**config.mk**
```make
export PLATFORM = sky130hd
export DESIGN_NAME = rv32i_mem_bridge
export DESIGN_NICKNAME = d
export VERILOG_FILES = /design/src/rtl/rv32i_mem_bridge.sv
export SDC_FILE = /design/constraint.sdc
export NUM_CORES = 1
export LEC_CHECK = 0
export ABC_CLOCK_PERIOD_IN_PS = 5400
export BUFFER_PORTS_ARGS = -buffer_cell sky130_fd_sc_hd__buf_2
export CORE_UTILIZATION = 30
export DETAILED_ROUTE_END_ITERATION = 6
export GPL_ROUTABILITY_DRIVEN = 1
export GPL_TIMING_DRIVEN = 0
export PLACE_DENSITY = 0.54
export SETUP_SLACK_MARGIN = 0.1
export SLEW_MARGIN = 40
export SYNTH_ARGS = -nofsm -noshare
export SYNTH_HDL_FRONTEND = slang
export SYNTH_SLANG_ARGS = --single-unit
```
**constraint.sdc**
```tcl
create_clock -name clk -period 5.4 [get_ports clk]
set_input_delay 1.35 -clock clk [delete_from_list [all_inputs] [get_ports clk]]
set_output_delay 1.35 -clock clk [all_outputs]
set_load 0.05 [all_outputs]
```
**src/rtl/rv32i_mem_bridge.sv**
```systemverilog
// Data-side memory bridge for the RV32I MA stage: one load/store per request,
// performed as a single AXI4-Lite master transaction with lane steering and load extension.
module rv32i_mem_bridge (
  input  logic        clk,
  input  logic        rst_n,
  // core side
  input  logic        core_init_i,
  input  logic        core_mem_we_i,
  input  logic [2:0]  core_funct3_i,
  input  logic [31:0] core_addr_i,
  input  logic [31:0] core_data_w_i,
  input  logic [4:0]  core_addr_d_i,
  input  logic        core_reg_we_i,
  output logic        core_stall_o,
  output logic        core_reg_we_o,
  output logic [4:0]  core_addr_d_o,
  output logic [31:0] core_data_d_o,
  output logic        err_o,
  // AXI4-Lite master
  output logic [31:0] awaddr,
  output logic        awvalid,
  input  logic        awready,
  output logic [31:0] wdata,
  output logic [3:0]  wstrb,
  output logic        wvalid,
  input  logic        wready,
  input  logic [1:0]  bresp,
  input  logic        bvalid,
  output logic        bready,
  output logic [31:0] araddr,
  output logic        arvalid,
  input  logic        arready,
  input  logic [31:0] rdata,
  input  logic [1:0]  rresp,
  input  logic        rvalid,
  output logic        rready
);

  typedef enum logic [2:0] {IDLE, WR, WR_RESP, RD_ADDR, RD_DATA, DONE} state_t;

  state_t      state;
  logic [2:0]  funct3_q;
  logic [1:0]  off_q;
  logic        reg_we_q;
  logic [31:0] store_data;
  logic [3:0]  store_strb;
  logic [7:0]  byte_sel;
  logic [15:0] half_sel;
  logic [31:0] load_data;

  // Stall must be combinational so the core freezes in the request cycle itself.
  assign core_stall_o = ((state != IDLE) && (state != DONE)) ||
                        ((state == IDLE) && core_init_i);

  // Store steering from the live request; funct3[2] (unsigned) does not change the width.
  always_comb begin
    // NOTE: defaults first so every path assigns both outputs and no latch is inferred.
    store_data = core_data_w_i;
    store_strb = 4'b1111;
    case (core_funct3_i[1:0])
      2'b00: begin
        store_data = {4{core_data_w_i[7:0]}};
        store_strb = 4'b0001 << core_addr_i[1:0];
      end
      2'b01: begin
        store_data = {2{core_data_w_i[15:0]}};
        store_strb = core_addr_i[1] ? 4'b1100 : 4'b0011;
      end
      default: ;
    endcase
  end

  // Load extraction uses the offset and size registered at acceptance.
  always_comb begin
    case (off_q)
      2'd0:    byte_sel = rdata[7:0];
      2'd1:    byte_sel = rdata[15:8];
      2'd2:    byte_sel = rdata[23:16];
      default: byte_sel = rdata[31:24];
    endcase
    half_sel = off_q[1] ? rdata[31:16] : rdata[15:0];
    case (funct3_q)
      3'b000:  load_data = {{24{byte_sel[7]}}, byte_sel};
      3'b100:  load_data = {24'd0, byte_sel};
      3'b001:  load_data = {{16{half_sel[15]}}, half_sel};
      3'b101:  load_data = {16'd0, half_sel};
      default: load_data = rdata;
    endcase
  end

  always_ff @(posedge clk or negedge rst_n) begin
    if (!rst_n) begin
      state         <= IDLE;
      funct3_q      <= 3'd0;
      off_q         <= 2'd0;
      reg_we_q      <= 1'b0;
      core_reg_we_o <= 1'b0;
      core_addr_d_o <= 5'd0;
      core_data_d_o <= 32'd0;
      err_o         <= 1'b0;
      awaddr        <= 32'd0;
      awvalid       <= 1'b0;
      wdata         <= 32'd0;
      wstrb         <= 4'd0;
      wvalid        <= 1'b0;
      bready        <= 1'b0;
      araddr        <= 32'd0;
      arvalid       <= 1'b0;
      rready        <= 1'b0;
    end else begin
      // NOTE: non-blocking assignments keep every register updating from pre-edge values.
      case (state)
        IDLE: begin
          if (core_init_i) begin
            funct3_q      <= core_funct3_i;
            off_q         <= core_addr_i[1:0];
            reg_we_q      <= core_reg_we_i;
            core_addr_d_o <= core_addr_d_i;
            if (core_mem_we_i) begin
              awaddr  <= {core_addr_i[31:2], 2'b00};
              wdata   <= store_data;
              wstrb   <= store_strb;
              awvalid <= 1'b1;
              wvalid  <= 1'b1;
              state   <= WR;
            end else begin
              araddr  <= {core_addr_i[31:2], 2'b00};
              arvalid <= 1'b1;
              state   <= RD_ADDR;
            end
          end
        end
        WR: begin
          // AW and W complete independently; leave once neither is still pending.
          if (awready) awvalid <= 1'b0;
          if (wready)  wvalid  <= 1'b0;
          if ((!awvalid || awready) && (!wvalid || wready)) begin
            bready <= 1'b1;
            state  <= WR_RESP;
          end
        end
        WR_RESP: begin
          if (bvalid) begin
            bready <= 1'b0;
            if (bresp != 2'b00) err_o <= 1'b1;
            state  <= DONE;
          end
        end
        RD_ADDR: begin
          if (arready) begin
            arvalid <= 1'b0;
            rready  <= 1'b1;
            state   <= RD_DATA;
          end
        end
        RD_DATA: begin
          if (rvalid) begin
            rready        <= 1'b0;
            if (rresp != 2'b00) err_o <= 1'b1;
            core_data_d_o <= load_data;
            core_reg_we_o <= reg_we_q;
            state         <= DONE;
          end
        end
        DONE: begin
          core_reg_we_o <= 1'b0;
          state         <= IDLE;
        end
        default: state <= IDLE;
      endcase
    end
  end

endmodule

```
==> impl_metrics.tcl, run 1 <==
set metrics [dict create \
    outcome "finished with violations" \
    violations "design-rule violations" \
    antenna_found_initial 3 \
    min_period_ns 3.50 \
    worstSetupPathType "input port to primary output" \
    viasPerCell 4.69 \
    firstDrtPassIters 6 \
    max_freq_mhz 286 \
    timing.final.crit_share 0.647 \
    grt_start_max_net_pins 71 \
    p_leak_nw 4.53 \
    finalNetCount 974 \
    worstMarginPinSlew_ns 0.803 \
    grt_pass1_vias 5570 \
    vias 5393 \
    worst-endpoint-arrival_ns 2.15 \
    clk_pin_slew_ns 0.07 \
    finClkSkew_ns 0.00878 \
    slew_headroom 0.465 \
    clk-insertion-delay-late_ns 0.41 \
    track_usage 0.177 \
    drt_iter0_markers 258 \
    synth_seq_cells 149 \
    cap_violations 0 \
    required_ns 4.05 \
    cts_setup_buffers 0 \
    crit_path_end_kind "primary output" \
    ant_nets 0 \
    drc 72 \
    gr-total-overflow 0 \
    cts_hold_buf 0 \
    yosysUniqueCellTypes 42 \
    die_x_um 152 \
    syn_area_per_cell_um2 11.8 \
    power_density_mw_per_mm2 764 \
    cp_common_cell "buf_2" \
    clock-root-buffer "clkbuf_16" \
    core_area_mm2 0.0220 \
    die_h_um 152 \
    place.gp.congestion 0.814 \
    grt_pass1_wl_um 32000 \
    crit_fanout 4 \
    yosysWarnings 0 \
    synthToLayoutAreaGrowth_pct 34.6 \
    setup_viol 0 \
    start_util 0.308 \
    h-tree-depth 4 \
    cts_sinks 149 \
    rsz0062_at_grt "no" \
    dieArea_mm2 0.0231 \
    ios 263 \
    netlist_area_mm2 0.00676 \
    post_drt_wl_per_cell_um 17.2 \
    ir_drop_mv 0.364 \
    drive_gt1_frac 0.474 \
    clockBufferDepth 2 \
    crit_chain "buf_2 > nor3_1 > a21oi_1 > or2_2 > buf_2" \
    syn_inst 574 \
    fillCellCount 2241 \
    cts_inserted_buffers 17 \
    finalMaxSlewViolations 0 \
    final_cell_area_mm2 0.00909 \
    setup_tns_ns 0 \
    cts_resized 0 \
    cts_tree "built" \
    max_stage_delay_ns 0.27 \
    portBuffers 258 \
    hp-class "flop to flop" \
    synth-seq-area-share 0.552 \
    placed_area_mm2 0.00848 \
    totalWireLength_um 19800 \
    cp_slowest_cell "or2_2" \
    placementRows 54 \
    worstSetupStartpointType "input port" \
    hpwlAfterDp_um 14800 \
    finalHoldViolCount 0 \
]
## cell families (layout without fill, tap and decap cells)
logic type,count (synthesis),in the layout,synth area share
AOI/OAI and AO/OA,100,100,0.0852
buffers and inverters,49,340,0.0372
and+or+nand+nor,152,152,0.111
muxes,123,123,0.214
DFF,149,149,0.552
other,1,5,0.000555
## metrics by stage
step	power [mW]	hold WS [ns]	util	std cells	setup slack, ns
4_1_cts	7.02	0.480	0.414	1148	1.89
2_1_floorplan	4.80	0.482	-	577	2.13
3_5_place_dp	5.74	0.465	0.386	1117	1.90
5_1_grt	7.31	0.502	0.414	1148	1.82
6_report	6.94	0.475	0.414	1149	1.90
3_3_place_gp	5.70	0.451	0.383	1115	0.531
## cells in the mapped netlist
master     number  area [µm²]
a211oi_1        3        22.5
a211oi_2        1        12.5
a21o_1          1        7.51
a21oi_1        35         175
a221oi_1        1        8.76
a22oi_1         1        7.51
a31oi_1         1        6.26
and2_1          5        31.3
and2b_1         1        7.51
and4bb_2        1        12.5
buf_1           4        15.0
buf_2           9        45.0
buf_4           7        52.6
buf_6           4        45.0
clkbuf_1       19        71.3
conb_1          1        3.75
dfrtp_1       149        3730
inv_1           6        22.5
mux2_1          1        11.3
mux2_2         66         743
mux2_4         24         360
mux2i_1        31         310
mux4_2          1        22.5
nand2_1        59         221
nand2_2         1        6.26
nand2b_1        4        25.0
nand3_1        35         175
nand3b_1        9        67.6
nand4bb_1       1        11.3
nor2_1         21        78.8
nor2b_1         6        37.5
nor3_1          3        15.0
nor3b_1         3        22.5
nor4b_4         1        23.8
o211ai_1        4        30.0
o21ai_0        39         195
o21ai_1         1        5.00
o21ba_2         1        10.0
o22ai_1         4        25.0
o31ai_1         4        30.0
o32a_1          4        40.0
or2_2           2        12.5
## cell type report
class,count,area [µm²],share of cell area
well taps,280,350,0.0385
clock buffers,17,425,0.0468
multi-input cells,379,2790,0.307
inverters,6,22.5,0.00248
repair buffers,260,1360,0.149
diodes,1,2.50,0.000275
plain buffers,43,230,0.0253
flip-flops and latches,149,3730,0.410
clock inverters,14,185,0.0204
## registers in the layout (all words and copies together) (netlist names), 3 cells and up
name,count
wstrb,4
funct3_q,3
awaddr,30
core_data_d_o,32
state,3
araddr,30
wdata,32
core_addr_d_o,5
## worst max-delay path, delay by kind of cell
kind / cells / cell delay (ns)
AOI/OAI and AO/OA: 1 / 0.05
and+or+nand+nor: 2 / 0.40
buffers and inverters: 2 / 0.34
## path summary, 6_finish.rpt
| check | slack [ns] | end | cells after the start | startpoint |
|---|---|---|---|---|
| min in group asynchronous | 0.76 | core_data_d_o[16] | 1 | rst_n |
| max in group asynchronous | 3.69 | wstrb[1] | 3 | rst_n |
| min reg2reg | 0.48 | wdata[23] | 2 | wdata[23] |
| max | 1.90 | core_stall_o | 5 | core_init_i |
| min | 0.48 | wdata[23] | 2 | wdata[23] |
| max reg2reg | 3.35 | araddr[23] | 5 | state[1] |
## layout by cell type, fill, tap and decap left out, drive strengths merged, types with 2 or more instances in the layout
master	instances
or2	2
nor2	21
a21oi	35
buf	284
nor2b	6
o31ai	4
nor3	3
conb	4
nand3	35
o211ai	4
clkinv	2
nor3b	3
o21ai	40
dfrtp	149
mux2i	31
nand2	60
a211oi	4
mux2	91
nand3b	9
o22ai	4
inv	16
clkbuf	36
bufinv	2
and2	5
nand2b	4
o32a	4
## per-layer routing
layer,wire (µm),up-vias,global-route usage,share of wire
li1,-,2587,-,-
met1,8840,2590,0.230,0.45
met2,9030,199,0.277,0.46
met3,1700,15,0.0667,0.086
met4,193,2,0.0413,0.0098
met5,10,-,0,0.00051
## power by group
part / leakage [nW] / internal (mW) / total, mW / switching, mW
Clock: 0.302 / 0.708 / 1.25 / 0.540
Sequential: 1.80 / 1.67 / 1.96 / 0.289
Combinational: 2.43 / 1.02 / 3.74 / 2.72
Power figures use the tool's default switching activity.
==> run 2, diff against run 1 <==
--- a/config.mk
+++ b/config.mk
@@ -5,13 +5,14 @@
 export SDC_FILE = /design/constraint.sdc
 export NUM_CORES = 1
 export LEC_CHECK = 0
-export ABC_CLOCK_PERIOD_IN_PS = 5400
+export ABC_AREA = 1
+export ABC_CLOCK_PERIOD_IN_PS = 3450
 export BUFFER_PORTS_ARGS = -buffer_cell sky130_fd_sc_hd__buf_2
 export CORE_UTILIZATION = 30
 export DETAILED_ROUTE_END_ITERATION = 6
 export GPL_ROUTABILITY_DRIVEN = 1
 export GPL_TIMING_DRIVEN = 0
-export PLACE_DENSITY = 0.54
+export PLACE_DENSITY = 0.53
 export SETUP_SLACK_MARGIN = 0.1
 export SLEW_MARGIN = 40
 export SYNTH_ARGS = -nofsm -noshare
==> constraint.sdc (replaced) <==
create_clock -name clk -period 3.45 [get_ports clk]
set_input_delay 0.8625 -clock clk [delete_from_list [all_inputs] [get_ports clk]]
set_output_delay 0.8625 -clock clk [all_outputs]
set_load 0.05 [all_outputs]
==> run 2 against run 1 <==
  * The run now ends clean
  * First-iteration DRC count is 26% higher
  * Via count is 17% higher
  * Register-to-register slack worse by 1.5 ns
  * Die area increased by 2.2%
  * Non-clock buffer count increased by 3
  * Synthesized cell count grew 44%
  * Sequential power grew 53%
  * Sequential share of layout area down 0.63 points
  * Clock power rose by 50%
  * Final cell count rose by 22%
  * Global-route usage increased by 0.93 points
  * Worst setup slack worse by 0.86 ns
  * Largest power group unchanged
==> impl_metrics.tcl, run 2 <==
set metrics [dict create \
    setup_tns_ns 0 \
    crit_fanout 6 \
    max_freq_mhz 416 \
    finalPower_mw 10.6 \
    grt_pass1_vias 6235 \
    final_common_cell "nand2_1" \
    clockBufferDepth 2 \
    drc 0 \
    synth_edf_count 0 \
    antenna_found_initial 6 \
    finalHoldViolCount 0 \
    cts_inserted_buffers 17 \
    worst-endpoint-arrival_ns 1.54 \
    synthToLayoutAreaGrowth_pct 33.7 \
    clk_pin_slew_ns 0.07 \
    worstSetupPathType "flop to primary output" \
    vias 6309 \
    async_flop_share 1.00 \
    track_usage 0.186 \
    ant_nets 0 \
    placementRows 55 \
    r2r_start "off_q[1]" \
    r2r_slack_ns 1.84 \
    portBuffers 257 \
    ir_drop_mv 0.561 \
    ios 263 \
    start_util 0.306 \
    cts_hold_buf 0 \
    dieArea_mm2 0.0236 \
    setup_viol 0 \
    drt_iter0_markers 324 \
    netlist_area_mm2 0.00690 \
    synth-seq-area-share 0.540 \
    required_ns 2.59 \
    cap_violations 0 \
    cts_sinks 149 \
    h-tree-depth 4 \
    yosysTopAreaCell "dfrtp_1" \
    clk-insertion-delay-late_ns 0.43 \
    gr-total-overflow 0 \
    cts_resized 0 \
    p_leak_nw 5.18 \
    place.gp.congestion 0.820 \
    hpwlAfterDp_um 16200 \
    firstDrtPassIters 6 \
    synth.most_common_cell "nand2_1" \
    reg2reg_to "core_data_d_o[5]" \
    ff2ff_path_depth 7 \
    synth.area.top_cells "dfrtp_1 (54%), nand2_1 (15%), o21ai_0 (5.1%)" \
    crit_path_end_kind "primary output" \
    min_period_ns 2.40 \
    post_drt_wl_per_cell_um 15.1 \
    mostFrequentLayoutCells "nand2_1 (277), buf_2 (268), dfrtp_1 (149), inv_1 (84), o21ai_0 (70)" \
    worstSetupStartpointType "flop" \
    fillCellCount 2401 \
    viasPerCell 4.49 \
    finalMaxSlewViolations 0 \
    syn_inst 824 \
    grt_pass1_wl_um 34100 \
    rsz0062_at_grt "no" \
    ys.flop_type "dfrtp_1" \
    top_regs "core_data_d_o: 32 flops, wdata: 32 flops" \
    outcome "complete, no violations" \
    die_h_um 154 \
    grt_start_max_net_pins 64 \
    yosysWarnings 0 \
    drive_gt1_frac 0.348 \
    worstMarginPinSlew_ns 0.532 \
    timing.final.crit_share 0.697 \
    hp-class "input port to asynchronous set/reset pin" \
    yosysUniqueCellTypes 29 \
    power_density_mw_per_mm2 1150 \
    clock-root-buffer "clkbuf_16" \
    die_x_um 154 \
    syn_area_per_cell_um2 8.38 \
    finalNetCount 1223 \
    final_util 0.409 \
    finClkSkew_ns 0.00882 \
    cts_setup_buffers 0 \
    slew_headroom 0.645 \
    totalWireLength_um 21300 \
    cts_tree "built" \
    yosys.area.top_type_share 0.540 \
    synth_common_cells "nand2_1 (277), dfrtp_1 (149), inv_1 (84)" \
    synth_seq_cells 149 \
    core_area_mm2 0.0226 \
]
run 2: power breakdown:
group / switching, mW / internal (mW)
Combinational: 4.41 / 1.36
Sequential: 0.436 / 2.56
Clock: 0.893 / 0.983
Total: 5.74 / 4.90
run 2: area by class of cell:
| class | instances | area (µm²) | share of cell area |
|---|---|---|---|
| flip-flops and latches | 149 | 3730 | 0.404 |
| multi-input cells | 542 | 2540 | 0.276 |
| repair buffers | 259 | 1350 | 0.146 |
| clock buffers | 17 | 425 | 0.0461 |
| well taps | 285 | 357 | 0.0386 |
| inverters | 89 | 334 | 0.0362 |
| plain buffers | 47 | 309 | 0.0335 |
| clock inverters | 15 | 176 | 0.0191 |
| diodes | 3 | 7.51 | 0.000813 |
run 2: metrics by stage:
step	instance area [µm²]	hold WS (ns)	worst slack [ns]	cells
detailed placement	8620	0.456	1.08	1371
finish	9230	0.313	1.05	1406
floorplan	6920	0.450	1.21	827
global placement	8560	0.450	-0.950	1369
CTS	9230	0.307	1.01	1403
global route	9230	0.316	0.920	1406
run 2: worst max-delay path by stage:
stage	startpoint	end	slack (ns)	depth (start not counted)
finish	state[2]	core_stall_o	1.05	4
global route	state[2]	core_stall_o	0.92	4
CTS	state[2]	core_stall_o	1.01	4
detailed placement	core_init_i	core_stall_o	1.08	5
global placement	rst_n	wdata[1]	-0.95	1
floorplan	core_init_i	core_stall_o	1.21	3
run 2: layer usage:
metal	global-route usage	up-vias	part of all wire
li1	-	3169	-
met1	0.239	2886	0.44
met2	0.296	224	0.46
met3	0.0538	26	0.076
met4	0.0686	4	0.016
met5	0	-	0.0013
run 2: cell families after synthesis:
group | count (synthesis) | share of synthesized area
AND/OR/NAND/NOR | 343 | 0.204
AO/OA/AOI/OAI | 195 | 0.163
flip-flops | 149 | 0.540
buffers and inverters | 136 | 0.0932
other | 1 | 0.000543
run 2: critical path, stage by stage (launching register included):
cell and delay, ns:
dfrtp_1 0.49, inv_1 0.14, nand3_1 0.12, o21a_1 0.12, buf_2 0.25
